$ cat config.mk
export PLATFORM = sky130hd
export DESIGN_NAME = lzd_norm_pipe
export DESIGN_NICKNAME = d
export VERILOG_FILES = /design/src/rtl/lzd_norm_pipe.sv
export SDC_FILE = /design/constraint.sdc
export NUM_CORES = 1
export LEC_CHECK = 0
export BUFFER_PORTS_ARGS = -buffer_cell sky130_fd_sc_hd__buf_2
export CORE_ASPECT_RATIO = 0.7
export CORE_MARGIN = 10
export CORE_UTILIZATION = 58
export DETAILED_ROUTE_END_ITERATION = 7
export HOLD_SLACK_MARGIN = 0.05
export PLACE_DENSITY_LB_ADDON = 0.3
export SETUP_SLACK_MARGIN = 0.5
export SYNTH_ARGS = -nofsm -noshare
export SYNTH_HDL_FRONTEND = slang
export SYNTH_SLANG_ARGS = --single-unit
export TNS_END_PERCENT = 10
$ cat constraint.sdc
create_clock -name clk -period 4.1 [get_ports clk]
set_clock_uncertainty 0.05 [all_clocks]
set_input_delay 0.82 -clock clk [delete_from_list [all_inputs] [get_ports clk]]
set_output_delay 0.82 -clock clk [all_outputs]
set_load 0.1 [all_outputs]
$ cat src/rtl/lzd_norm_pipe.sv
// lzd_norm_pipe: two-stage leading-zero count and normalise pipeline for the adder sum, with full back-pressure
module lzd_norm_pipe #(
  parameter int MANT_W = 25,
  parameter int EXP_W = 8,
  localparam int SH_W = $clog2(MANT_W)
) (
  input  logic              clk,
  input  logic              rst,
  input  logic              in_valid,
  output logic              in_ready,
  input  logic [MANT_W-1:0] mant_in,
  input  logic [EXP_W-1:0]  exp_in,
  output logic              out_valid,
  input  logic              out_ready,
  output logic [MANT_W-1:0] mant_out,
  output logic [EXP_W-1:0]  exp_out,
  output logic [SH_W-1:0]   nshift,
  output logic              zero,
  output logic              denorm,
  output logic              ovf
);
  localparam logic [EXP_W:0] EMAX = {1'b0, {EXP_W{1'b1}}};
  logic              s1_valid, s1_carry, s1_zero;
  logic [MANT_W-1:0] s1_mant;
  logic [EXP_W-1:0]  s1_exp;
  logic [SH_W-1:0]   s1_lz, lz, dsh, n_sh;
  logic [EXP_W:0]    e1;
  logic [EXP_W-1:0]  lze, n_exp;
  logic [MANT_W-1:0] n_mant;
  logic              s2_rdy, n_ovf, n_den;
  assign s2_rdy = !out_valid | out_ready;
  assign in_ready = !rst & (!s1_valid | s2_rdy);
  // the highest set bit below the carry wins because it is visited last
  always_comb begin
    lz = SH_W'(MANT_W-1);
    for (int i = 0; i < MANT_W-1; i++)
      if (mant_in[i]) lz = SH_W'(MANT_W-2-i);
  end
  // exp_in at or above all-ones-minus-one with a carry saturates to infinity, so the exponent never wraps
  always_comb begin
    e1 = {1'b0, s1_exp} + (EXP_W+1)'(1);
    lze = EXP_W'(s1_lz);
    dsh = (s1_exp == '0) ? '0 : SH_W'(s1_exp - EXP_W'(1));
    n_ovf = s1_carry & (e1 >= EMAX);
    n_den = !s1_carry & !s1_zero & (lze >= s1_exp);
    n_sh = (s1_carry | s1_zero) ? '0 : (n_den ? dsh : s1_lz);
    n_mant = (s1_zero | n_ovf) ? '0 : (s1_carry ? s1_mant >> 1 : s1_mant << n_sh);
    n_exp = (s1_zero | n_den) ? '0 : (n_ovf ? '1 : (s1_carry ? e1[EXP_W-1:0] : s1_exp - lze));
  end
  always_ff @(posedge clk) begin
    if (rst) begin
      s1_valid <= 1'b0;
      s1_carry <= 1'b0;
      s1_zero <= 1'b0;
      s1_mant <= '0;
      s1_exp <= '0;
      s1_lz <= '0;
      out_valid <= 1'b0;
      mant_out <= '0;
      exp_out <= '0;
      nshift <= '0;
      zero <= 1'b0;
      denorm <= 1'b0;
      ovf <= 1'b0;
    end else begin
      if (in_ready) begin
        s1_valid <= in_valid;
        s1_carry <= mant_in[MANT_W-1];
        s1_zero <= ~|mant_in;
        s1_mant <= mant_in;
        s1_exp <= exp_in;
        s1_lz <= lz;
      end
      if (s2_rdy) begin
        out_valid <= s1_valid;
        if (s1_valid) begin
          mant_out <= n_mant;
          exp_out <= n_exp;
          nshift <= n_sh;
          zero <= s1_zero;
          denorm <= n_den;
          ovf <= n_ovf;
        end
      end
    end
  end
endmodule

=== Word-level counts from Yosys, hierarchy flattened ===
Cells that the tools add are included.

* Register bits after elaboration: 83
* Bits of input ports: 37
* Output and inout port bits: 43
* Word-level logic and storage cells: 69

* $add $sub $neg: 3
* Order comparisons: 2
* Shift-type cells: 1
* Muxes and demuxes: 32
* Bitwise logic cells: 9
* Reductions and logical operators: 9

{| class="wikitable"
|+ Operators with widths
! kind !! count
|-
| $mux W5 || 25
|-
| $mux W25 || 2
|-
| $reduce_or A25 Y1 || 1
|-
| $shl A25 B5 Y25 || 1
|-
| $mux W8 || 3
|-
| $add A8 B1 Y9 const B || 1
|-
| $ge A9 B8 Y1 const B || 1
|-
| $ge A5 B8 Y1 || 1
|-
| $logic_not A8 Y1 || 1
|-
| $mux W4 || 2
|-
| $sub A8 B5 Y8 || 1
|-
| $logic_not A1 Y1 || 6
|-
| $or A1 B1 Y1 || 5
|-
| $sub A5 B1 Y5 const B || 1
|-
| $and A1 B1 Y1 || 4
|-
| $reduce_and A2 Y1 || 1
|}

=== Longest topological paths before layout ===
* Word-level depth: 24
* Mapped depth: 15
* Mapped depth without buffers: 13

=== Least setup slack after synthesis ===
Ideal clock, no wire load.

* Path type: reg2out
* Start point: reg out_valid
* End point: out in_ready
* Arrival time: 2528 ps
* Required time: 3230 ps
* Slack: 702 ps
* Stages on the path, launching flop included: 5
* Buffers on the path: 1
* Cell sequence: dfxtp_1 -> nor2b_1 -> and2_1 -> clkbuf_1 -> nor2_1

* Cells in the longest elaborated chain, start to end: 4

{| class="wikitable"
|+ Ends and longest elaborated chain
! what !! line !! source
|-
| start: declaration || 13 || <nowiki>output logic out_valid,</nowiki>
|-
| start signal: assignment || 75 || <nowiki>out_valid <= s1_valid;</nowiki>
|-
| $logic_not A1 Y1 || 31 || <nowiki>assign s2_rdy = !out_valid | out_ready;</nowiki>
|-
| $or A1 B1 Y1 || 31 ||
|-
| $or A1 B1 Y1 || 32 || <nowiki>assign in_ready = !rst & (!s1_valid | s2_rdy);</nowiki>
|-
| $and A1 B1 Y1 || 32 ||
|-
| end: declaration || 10 || <nowiki>output logic in_ready,</nowiki>
|}

Every way passes these cells.

=== Final worst setup path ===
* Start point: reg s1_exp[0]
* End point: reg mant_out[8]

* Cells in the longest elaborated chain, start to end: 7
* Elaborated cells on any way between the ends: 14
* Classes of those cells: add/sub: 2; order compare: 2; shift: 1; mux: 5; bitwise: 3; reduce/logical: 1

{| class="wikitable"
|+ Ends and longest elaborated chain
! what !! line !! source
|-
| start: declaration || 25 || <nowiki>logic [EXP_W-1:0] s1_exp;</nowiki>
|-
| start signal: assignment || 71 || <nowiki>s1_exp <= exp_in;</nowiki>
|-
| $ge A5 B8 Y1, or another cell as far along || 45 || <nowiki>n_den = !s1_carry & !s1_zero & (lze >= s1_exp);</nowiki>
|-
| $and A1 B1 Y1 / $mux W5 (equally long branches) || 45, 43 ||
|-
| $mux W5 (2 in series) || 46 || <nowiki>n_sh = (s1_carry | s1_zero) ? '0 : (n_den ? dsh : s1_lz);</nowiki>
|-
| $shl A25 B5 Y25 || 47 || <nowiki>n_mant = (s1_zero | n_ovf) ? '0 : (s1_carry ? s1_mant >> 1 : s1_mant << n_sh);</nowiki>
|-
| $mux W25 || 47 ||
|-
| $mux W25 (*) || 47 ||
|-
| end signal: assignment || 77 || <nowiki>mant_out <= n_mant;</nowiki>
|-
| end: declaration || 15 || <nowiki>output logic [MANT_W-1:0] mant_out,</nowiki>
|}

Mark *: on every way between the ends. The rest lies on a longest branch, timed or not.
A chain may end at the register's enable or synchronous reset.

==> key figures <==
STA
  • Hold WS: 396.6 ps
  • Max Slew Vio Count: 0
  • Finish-stage setup viols: 0
  • Post-route minimum period: 3547 ps
  • Final Cycle Share: 86.50%
  • Relative slew margins: 41.57%
  • Measured slew at the worst slew-check pin: 869.8 ps
  • RSZ-0062 raised after global routing: yes
  • Hold Violations, Final: 0
  • Fmax: 282.0 MHz
  • Setup_tns: 0 ps

Pwr
  • Clock share of power: 33.4%
  • P_leak: 2.667 nW
  • Pwr Density: 393.7 nW/um^2
  • Switching share of power: 36.08%
  • Flop pwr share: 36.7%
  • Int Pwr: 1.554 mW
  • Peak supply drop: 0.0002458 V
  • Logic pwr share: 29.9%
  • P_sw: 877.4 uW

Layout
  • Area Overhead vs Synth: 17.44%
  • Inserted Diodes: 0
  • Fill count: 715
  • Layout cells sized above 1: 20.86%
  • Post-route cell area: 6177 sq um
  • Final Core Density: 71.39%
  • # nets final: 790

Logic synthesis
  • Register area share after synthesis: 31.21%
  • Synth Cell Area: 5260 sq um
  • Syn nets: 720
  • Post-synthesis adder-cell area fraction: 2.521%
  • Most frequent cell after synthesis: nand2_1
  • Mux share of post-synthesis cell area: 14.11%
  • Post-Synth Simple-Gate Area: 21.29%
  • Main combinational cell family by area after synthesis: compound AO/OA/AOI/OAI gates
  • Synthesis Warnings: 0
  • Cells after Synth: 673
  • Main area contributors after synthesis: dfxtp_1 (31%), nand2_1 (10%), mux2i_1 (9.1%)
  • Post-Synth XOR/XNOR Area: 1.832%
  • Avg Synthesized Cell Area: 7.816 sq um
  • Yosys top cell area share: 31.21%
  • Compound-Gate Fraction of Synth Area: 23.24%
  • Post-synth top cells: nand2_1 (140), dfxtp_1 (82), a21oi_1 (78)
  • Largest area contributor in the netlist: dfxtp_1
  • Number of flops mapped to enable cells by yosys: 0
  • Synth unique cells: 75
  • Async S/R FF share, synth: 0%
  • FF+latch count, synth: 82
  • Most frequently used flop master after synthesis: dfxtp_1

Detailed routing
  • Drt pass-1 iters: 8
  • WL/cell: 20.89 microns
  • Antenna-violating nets left: 0
  • Detailed Route Iter0 Violations: 826
  • DRC: 0
  • DR vias: 5,603
  • Via density: 6.455
  • Total length of routed wires: 18,130 microns

Status
  • Outcome: finished, final reports clean

Global routing
  • Total GRT Usage: 25.73%
  • Number of global-route vias before repair: 5,130
  • Pin count of the biggest net entering global routing: 46
  • First-pass GRT wire length: 27,790 microns
  • Initial antenna violation count: 0
  • GRT Residual Overflow: 0

Die
  • Core Box Area: 8653 sq um
  • Number of I/O pins: 80
  • DIE HEIGHT: 99.68 microns
  • Initial core utilization: 60.79%
  • Die ar.: 13,340 sq um
  • Die width: 133.8 microns
  • Cell Rows: 28

Setup path
  • Worst endpoint required time: 4270 ps
  • Worst setup SP type: flop
  • Critical path's slowest cell: fa_1
  • CP cell instances: inv_2 -> ha_1 -> inv_1 -> fa_1 -> nand3_1 -> nand2_2 -> a21oi_4 -> mux2i_4 -> buf_12 -> mux2_2 -> mux2i_2 -> mux2i_1 -> a211oi_1 -> o31ai_1
  • Worst stage delay on the critical path: 400 ps
  • Kind of critical path: reg -> reg
  • Critical path arrival: 3720 ps
  • Critical path fanouts, max: 7
  • Critical path endpoint category: flop

Clocking
  • Worst skew pair latency: 340 ps
  • Htree depth: 3
  • CTS max path bufs: 2
  • Clock Pin Slew Worst Setup and Hold Paths: 60 ps
  • CTS hold repair buffers: 0
  • TritonCTS clock tree: done
  • CTS Root Cell: clkbuf_16
  • Total CTS buffers: 9
  • Clock sink total: 82

Min path
  • Hold WC Path Type: reg -> reg

Place
  • Final HPWL DP: 13,130 microns
  • Placer congestion estimate: 0.9951
  • DP Area: 5729 sq um
  • Port buffer count: 79

Job
  • Max-Cap Viols: 0
==> cell families after synthesis <==
group / Yosys count
DFF: 82
muxes: 66
and+or+nand+nor: 255
xor gates and xnor gates: 11
buffers and inverters: 62
adders and majority gates: 10
AOI/OAI and AO/OA: 187
==> timing repair <==
action                                 4_1_cts  5_1_grt
cloned                                       0        3
pin swaps                                    0        2
endpoints found under the hold margin        0        0
setup buffers                                0        5
setup endpoints to repair                    4       20
resized for setup                            1       10
==> layout make-up <==
cell class                 instances  area [sq um]  share of cell area [%]
clock buffer                      10         229.0                   3.707
clock inverter                     6         67.56                   1.094
multi-input combinational        529          3359                   54.39
tap                              120         150.1                   2.431
sequential                        82          1643                   26.60
timing repair buffer             104         664.4                   10.76
inverter                          17         63.81                   1.033
==> flip-flops by register name, summed over array words and instances, names as in the netlist <==
signal,flops
s1_carry,1
mant_out,25
nshift,5
out_valid,1
s1_lz,5
exp_out,8
s1_valid,1
ovf,1
s1_mant,24
s1_exp,8
denorm,1
s1_zero,1
zero,1
==> power by group through the flow <==
stage / Sequential (mW) / Combinational, mW / Clock, mW
3_5_place_dp: 0.906 / 0.666 / 0
5_1_grt: 0.895 / 0.768 / 0.853
6_report: 0.893 / 0.727 / 0.812
4_1_cts: 0.888 / 0.672 / 0.818
2_1_floorplan: 1.03 / 0.377 / 0
3_3_place_gp: 0.905 / 0.664 / 0
==> layer usage <==
metal / routed length [microns] / up-vias / GRT usage [%]
li1: - / 2558 / -
met1: 8005 / 2583 / 37.04
met2: 7115 / 414 / 33.85
met3: 2610 / 48 / 10.30
met4: 400 / 0 / 7.423
met5: 0 / - / 0
==> path summary, 6_finish.rpt <==
path / start / end / slack (ps) / depth (start not counted)
setup reg to reg: s1_exp[0] / mant_out[8] / 550 / 14
hold reg to reg: mant_out[10] / mant_out[10] / 400 / 2
setup / recovery: s1_exp[0] / mant_out[8] / 550 / 14
hold / removal: mant_out[10] / mant_out[10] / 400 / 2
==> layout by cell type (no fill, tap or decap), types with 15 or more instances in the layout <==
| master | instances |
|---|---|
| a21oi_1 | 78 |
| buf_2 | 79 |
| buf_4 | 19 |
| dfxtp_1 | 81 |
| inv_1 | 15 |
| mux2i_1 | 43 |
| nand2_1 | 139 |
| nor2_1 | 52 |
| nor3_1 | 19 |
| o21ai_0 | 19 |
==> metrics by stage <==
stage	worst slack, ps	cells	power [mW]
2_1_floorplan	702.3	673	1.410
3_3_place_gp	530.6	844	1.569
3_5_place_dp	483.0	844	1.572
4_1_cts	452.8	860	2.379
5_1_grt	375.4	868	2.516
6_report	553.5	868	2.432
==> worst max-delay path, delay by kind of cell (launching register included) <==
| kind | cells | cell delay, ps |
|---|---|---|
| multiplexers | 4 | 1240 |
| AO/OA/AOI/OAI | 3 | 640 |
| adder cells (fa/ha/maj) | 2 | 580 |
| flip-flops | 1 | 350 |
| buffers and inverters | 3 | 340 |
| AND/OR/NAND/NOR | 2 | 220 |
Note: power is estimated with default switching activity, not from simulation.
